<file path="src/rtl/io_responder.sv">
// Peripheral-side responder for the core's port I/O bus: per-port input holding
// registers with fresh/overrun tracking and interrupt, plus an output {addr,data} FIFO.
module io_responder #(
    parameter int unsigned NUBITS = 16,
    parameter int unsigned NBIOIN = 2,
    parameter int unsigned NBIOOU = 2,
    parameter int unsigned ODEPTH = 4,
    parameter logic [(1<<NBIOIN)-1:0] ITRMSK = '0
) (
    input  logic                             clk,
    input  logic                             rst,
    output logic [NUBITS-1:0]                io_in,
    input  logic [NBIOIN-1:0]                addr_in,
    input  logic                             req_in,
    input  logic [NUBITS-1:0]                io_out,
    input  logic [NBIOOU-1:0]                addr_out,
    input  logic                             out_en,
    output logic                             itr,
    input  logic [(1<<NBIOIN)*NUBITS-1:0]    ext_in_data,
    input  logic [(1<<NBIOIN)-1:0]           ext_in_vld,
    output logic [(1<<NBIOIN)-1:0]           fresh,
    output logic [(1<<NBIOIN)-1:0]           ovr_in,
    output logic [NUBITS-1:0]                ext_out_data,
    output logic [NBIOOU-1:0]                ext_out_addr,
    output logic                             ext_out_vld,
    input  logic                             ext_out_rdy,
    output logic                             ovr_out,
    input  logic                             clr_ovr
);

    localparam int unsigned NIN = 1 << NBIOIN;
    localparam int unsigned AW  = $clog2(ODEPTH);
    localparam int unsigned EW  = NBIOOU + NUBITS;

    // ---------------- input path ----------------
    logic [NUBITS-1:0] r_hold [NIN];
    logic [NIN-1:0]    r_fresh;
    logic [NIN-1:0]    r_ovr_in;
    logic              r_itr;

    logic [NIN-1:0]    w_rd;
    logic [NIN-1:0]    w_fresh_d;
    logic [NIN-1:0]    w_ovr_in_d;

    always_comb begin
        w_rd       = '0;
        w_fresh_d  = r_fresh;
        w_ovr_in_d = r_ovr_in;
        for (int unsigned k = 0; k < NIN; k++) begin
            w_rd[k] = req_in && (addr_in == NBIOIN'(k));
            // A producer update wins over a read clearing the flag
            if (ext_in_vld[k]) begin
                w_fresh_d[k] = 1'b1;
            end else if (w_rd[k]) begin
                w_fresh_d[k] = 1'b0;
            end
            if (ext_in_vld[k] && r_fresh[k] && !w_rd[k]) begin
                w_ovr_in_d[k] = 1'b1;
            end else if (clr_ovr) begin
                w_ovr_in_d[k] = 1'b0;
            end
        end
    end

    always_ff @(posedge clk or negedge rst) begin
        if (!rst) begin
            for (int unsigned k = 0; k < NIN; k++) begin
                r_hold[k] <= '0;
            end
            r_fresh  <= '0;
            r_ovr_in <= '0;
            r_itr    <= 1'b0;
        end else begin
            for (int unsigned k = 0; k < NIN; k++) begin
                if (ext_in_vld[k]) begin
                    r_hold[k] <= ext_in_data[k*NUBITS +: NUBITS];
                end
            end
            r_fresh  <= w_fresh_d;
            r_ovr_in <= w_ovr_in_d;
            r_itr    <= |(ITRMSK & ~r_fresh & w_fresh_d);
        end
    end

    assign io_in  = r_hold[addr_in];
    assign fresh  = r_fresh;
    assign ovr_in = r_ovr_in;
    assign itr    = r_itr;

    // ---------------- output FIFO ----------------
    logic [EW-1:0] r_mem [ODEPTH];
    logic [AW:0]   r_wptr;
    logic [AW:0]   r_rptr;
    logic          r_ovr_out;

    logic          w_empty;
    logic          w_full;
    logic          w_pop;
    logic          w_push;
    logic          w_drop;
    logic [EW-1:0] w_head;

    assign w_empty = (r_wptr == r_rptr);
    assign w_full  = (r_wptr[AW] != r_rptr[AW]) && (r_wptr[AW-1:0] == r_rptr[AW-1:0]);
    assign w_pop   = !w_empty && ext_out_rdy;
    // A pop in the same cycle frees the slot, so a full FIFO still accepts the write
    assign w_push  = out_en && (!w_full || w_pop);
    assign w_drop  = out_en && w_full && !w_pop;
    assign w_head  = r_mem[r_rptr[AW-1:0]];

    always_ff @(posedge clk) begin
        if (w_push) begin
            r_mem[r_wptr[AW-1:0]] <= {addr_out, io_out};
        end
    end

    always_ff @(posedge clk or negedge rst) begin
        if (!rst) begin
            r_wptr    <= '0;
            r_rptr    <= '0;
            r_ovr_out <= 1'b0;
        end else begin
            if (w_push) begin
                r_wptr <= r_wptr + (AW+1)'(1);
            end
            if (w_pop) begin
                r_rptr <= r_rptr + (AW+1)'(1);
            end
            if (w_drop) begin
                r_ovr_out <= 1'b1;
            end else if (clr_ovr) begin
                r_ovr_out <= 1'b0;
            end
        end
    end

    // Head is masked when empty so stale or uninitialised entries never leak out
    assign ext_out_vld  = !w_empty;
    assign ext_out_data = w_empty ? '0 : w_head[NUBITS-1:0];
    assign ext_out_addr = w_empty ? '0 : w_head[EW-1:NUBITS];
    assign ovr_out      = r_ovr_out;

endmodule

</file>
<file path="config.mk">
export PLATFORM = sky130hd
export DESIGN_NAME = io_responder
export DESIGN_NICKNAME = d
export VERILOG_FILES = /design/src/rtl/io_responder.sv
export SDC_FILE = /design/constraint.sdc
export NUM_CORES = 1
export LEC_CHECK = 0
export CAP_MARGIN = 25
export CORE_UTILIZATION = 40
export DETAILED_ROUTE_END_ITERATION = 16
export PLACE_DENSITY = 0.66
export SLEW_MARGIN = 20
export SYNTH_ARGS = -nofsm -noshare
export SYNTH_HDL_FRONTEND = slang
export SYNTH_SLANG_ARGS = --single-unit
</file>
<file path="constraint.sdc">
create_clock -name clk -period 2.19 [get_ports clk]
set_input_delay 0.5475 -clock clk [delete_from_list [all_inputs] [get_ports clk]]
set_output_delay 0.5475 -clock clk [all_outputs]
set_load 0.005 [all_outputs]
</file>
==> reports/metrics.yaml <==
layout:
  finish.utilization_pct: 59.3
  multi_input_area_mm2: 0.00204
  final_area_mm2: 0.00902
  antennaDiodeCount: 0
  seq_area_mm2: 0.00414
  stdcell_count: 739
  fillers: 1176
  layout-drive-gt1-share_pct: 40.1
  area_delta_synth_final_pct: 44.8
  final_nets: 637
die:
  boundaryPins: 139
  die_h_um: 127
  fp-row-count: 45
  chipWidth_um: 127
  die_area_mm2: 0.0161
  coreArea_mm2: 0.0152
  start_util_pct: 41.0
global_routing:
  antenna_found_initial: 0
  grt_pass1_wl_mm: 22.7
  grt_max_degree: 40
  grt_usage_pct: 19.2
  grt_pass1_vias: 4219
  grt.overflow.total: 0
timing:
  min_period_ps: 2460
  relSlewSlack_pct: 66.2
  finalSetupViolCount: 19
  finalHoldViolCount: 0
  timing.final.ws_setup_ps: -268
  finClkSkew_ps: 7.46
  worst_slew_pin_slew_ps: 506
  setup_tns_ps: -4150
  final_max_slew_viol_count: 0
  max_freq_ghz: 0.407
  finalCritPeriodShare_pct: 112
  rsz0062_at_grt: "true"
detailed_routing:
  drt-wirelength-per-cell_um: 19.0
  via_per_inst: 5.06
  drc: 0
  totalWireLength_mm: 14.0
  final_antenna_net_count: 0
  dr.pass1.iters: 4
  drt-initial-drc-count: 120
  vias: 3742
critical_path:
  path_cells: "buf_8, buf_8, buf_6, mux4_2, nor2b_4, buf_2"
  cpMostUsedCell: "buf_8"
  cp_slowest_cell: "mux4_2"
  crit_family: "multiplexers"
  arrival_ps: 1910
  critPathRequiredTime_ps: 1640
  endpoint_kind: "output pin"
  worstSetupPathType: "register to output pin"
  slowest_delay_ps: 480
  worstSetupStartpointType: "register"
  path_buf_inv: 4
  cp_max_fo: 8
clock_tree:
  cts_max_level: 4
  clk_pin_slew_worst_paths_ps: 60
  clock_latency_ps: 410
  cts_buffer_depth: 2
  cts_root_buf: "clkbuf_16"
  cts_tree: "done"
  cts_buffers: 17
  numClockSinks: 151
pwr:
  ir_drop_mv: 0.796
  p_int_mw: 7.74
  seqPwrFrac_pct: 35.0
  powerDensity_mw_per_mm2: 1170
  leakage_nw: 3.57
  switchingPower_mw: 2.77
  p_sw_share_pct: 26.3
  comb_power_share_pct: 36.1
  p_clk_share_pct: 28.9
placed_design:
  place_inst: 680
  gp_congestion: 0.769
  io_buffers: 137
  dpl_cell_area_mm2: 0.00809
  hpwl_mm: 8.97
synthesis:
  avgSynthCellArea_um2: 18.2
  syn_area_mm2: 0.00623
  yosys.area.top_type: "edfxtp_1"
  yosys-top-cells-area: "edfxtp_1 (35%), dfrtp_1 (32%), mux4_2 (12%)"
  synth_cells: 342
  ys_warn_count: 0
  synth_top_cell_area_share_pct: 34.7
  synth_seq_cells: 151
  yosys.cell_types.count: 32
  yosysSeqAreaShare_pct: 66.4
  syn_nets: 441
status:
  status: "finished with violations"
  failed_checks: "negative setup slack"
hold_path:
  hp-class: "input pin to async pin"
flow_run:
  drv_cap: 0
flip-flops by register name (all words and copies together), names as in the netlist:
signal	count
ovr_in	4
r_rptr	3
r_hold	64
fresh	4
r_wptr	3
r_mem	72
ovr_out	1
worst reg2reg max path: cells and delay by family (launching register included):
family / cells / cell delay, ps
xor+xnor: 1 / 180
simple gates: 2 / 780
buf+inv: 3 / 470
flops: 1 / 440
layer usage:
layer	vias to the layer above	global-route usage, %	part of all wire [%]
met5	-	0	0
met4	0	5.60	1.2
met3	15	8.48	8.9
met2	127	32.8	49
met1	1904	21.9	41
li1	1696	-	-
kinds of logic (layout without fill, tap and decap cells):
logic type / after synthesis / in the layout / synth area share [%]
flip-flops: 151 / 151 / 66.4
other: 1 / 1 / 0.0602
AO/OA/AOI/OAI: 14 / 14 / 1.55
XOR/XNOR: 7 / 7 / 1.10
adder cells (fa/ha/maj): 5 / 5 / 1.00
buffers and inverters: 29 / 238 / 2.03
multiplexers: 100 / 100 / 24.2
AND/OR/NAND/NOR: 35 / 35 / 3.60
stage by stage:
| step | worst slack (ps) | total power, mW | hold WS [ps] |
|---|---|---|---|
| after global routing | -355 | 11.0 | 129 |
| after global placement | -612 | 6.96 | 484 |
| final | -268 | 10.5 | 110 |
| after CTS | -373 | 10.8 | 110 |
| after detailed placement | -624 | 7.03 | 491 |
| after floorplan | 153 | 5.23 | 252 |
layout by cell type (no fill, tap or decap), types with 4 or more instances in the layout:
master,instances
clkdlybuf4s50_1,99
dfrtp_1,78
edfxtp_1,72
mux2_2,65
mux4_2,34
buf_4,29
buf_2,19
clkbuf_16,18
buf_6,16
nor2b_1,11
inv_1,10
dlygate4sd2_1,10
buf_12,9
nor2b_4,8
buf_8,6
ha_1,5
clkbuf_1,5
xnor2_1,4
and3_1,4
o21ai_0,4
bufinv_16,4
clkdlybuf4s15_1,4
synth_stat cells (all sizes together):
master / n
nand3b: 1
o22ai: 3
nand2b: 2
o41ai: 1
a21boi: 1
mux2: 66
or4: 1
a311o: 1
nor3: 1
xnor2: 4
dfrtp: 79
buf: 11
nand2: 3
ha: 5
xor2: 3
edfxtp: 72
o31ai: 1
a21o: 2
mux4: 34
conb: 1
and3: 4
o311ai: 1
inv: 11
o21ai: 4
clkbuf: 7
nor4: 1
nor2b: 19
nand3: 3
worst paths after layout:
kind / start / to / slack [ps] / cells past startpoint
setup / recovery: r_rptr[0]$_DFFE_PN0P_ / ext_out_data[7] / -270 / 6
hold / removal: rst / r_hold[43]$_DFFE_PN0P_ / 110 / 1
setup reg to reg: r_rptr[0]$_DFFE_PN0P_ / r_mem[3][9]$_DFFE_PP_ / 80 / 6
hold reg to reg: r_hold[1]$_DFFE_PN0P_ / r_hold[1]$_DFFE_PN0P_ / 500 / 1
max in group asynchronous: rst / r_rptr[0]$_DFFE_PN0P_ / 1480 / 2
min in group clk: r_hold[1]$_DFFE_PN0P_ / r_hold[1]$_DFFE_PN0P_ / 500 / 1
power groups by stage:
stage | Sequential (mW) | Clock (mW) | Combinational, mW
finish | 3.68 | 3.04 | 3.80
floorplan | 3.68 | 0 | 1.55
global route | 3.72 | 3.21 | 4.11
CTS | 3.68 | 3.10 | 4.01
detailed placement | 3.71 | 0 | 3.32
global placement | 3.69 | 0 | 3.27
timing repair:
| item | CTS | global route |
|---|---|---|
| gates cloned | 5 | 0 |
| setup buffers | 27 | 2 |
| endpoints found under the setup margin | 35 | 21 |
| resized for setup | 147 | 15 |
| pin swaps | 1 | 1 |
| hold buffers | 0 | 0 |
final cells by class:
| type | instances | share of cell area (%) |
|---|---|---|
| clock buffer | 23 | 5.20 |
| timing repair buffer | 195 | 21.5 |
| multi-input combinational | 162 | 22.7 |
| tap | 188 | 2.61 |
| clock inverter | 9 | 1.64 |
| inverter | 11 | 0.458 |
| sequential | 151 | 45.9 |
(Power assumes the default switching activity.)
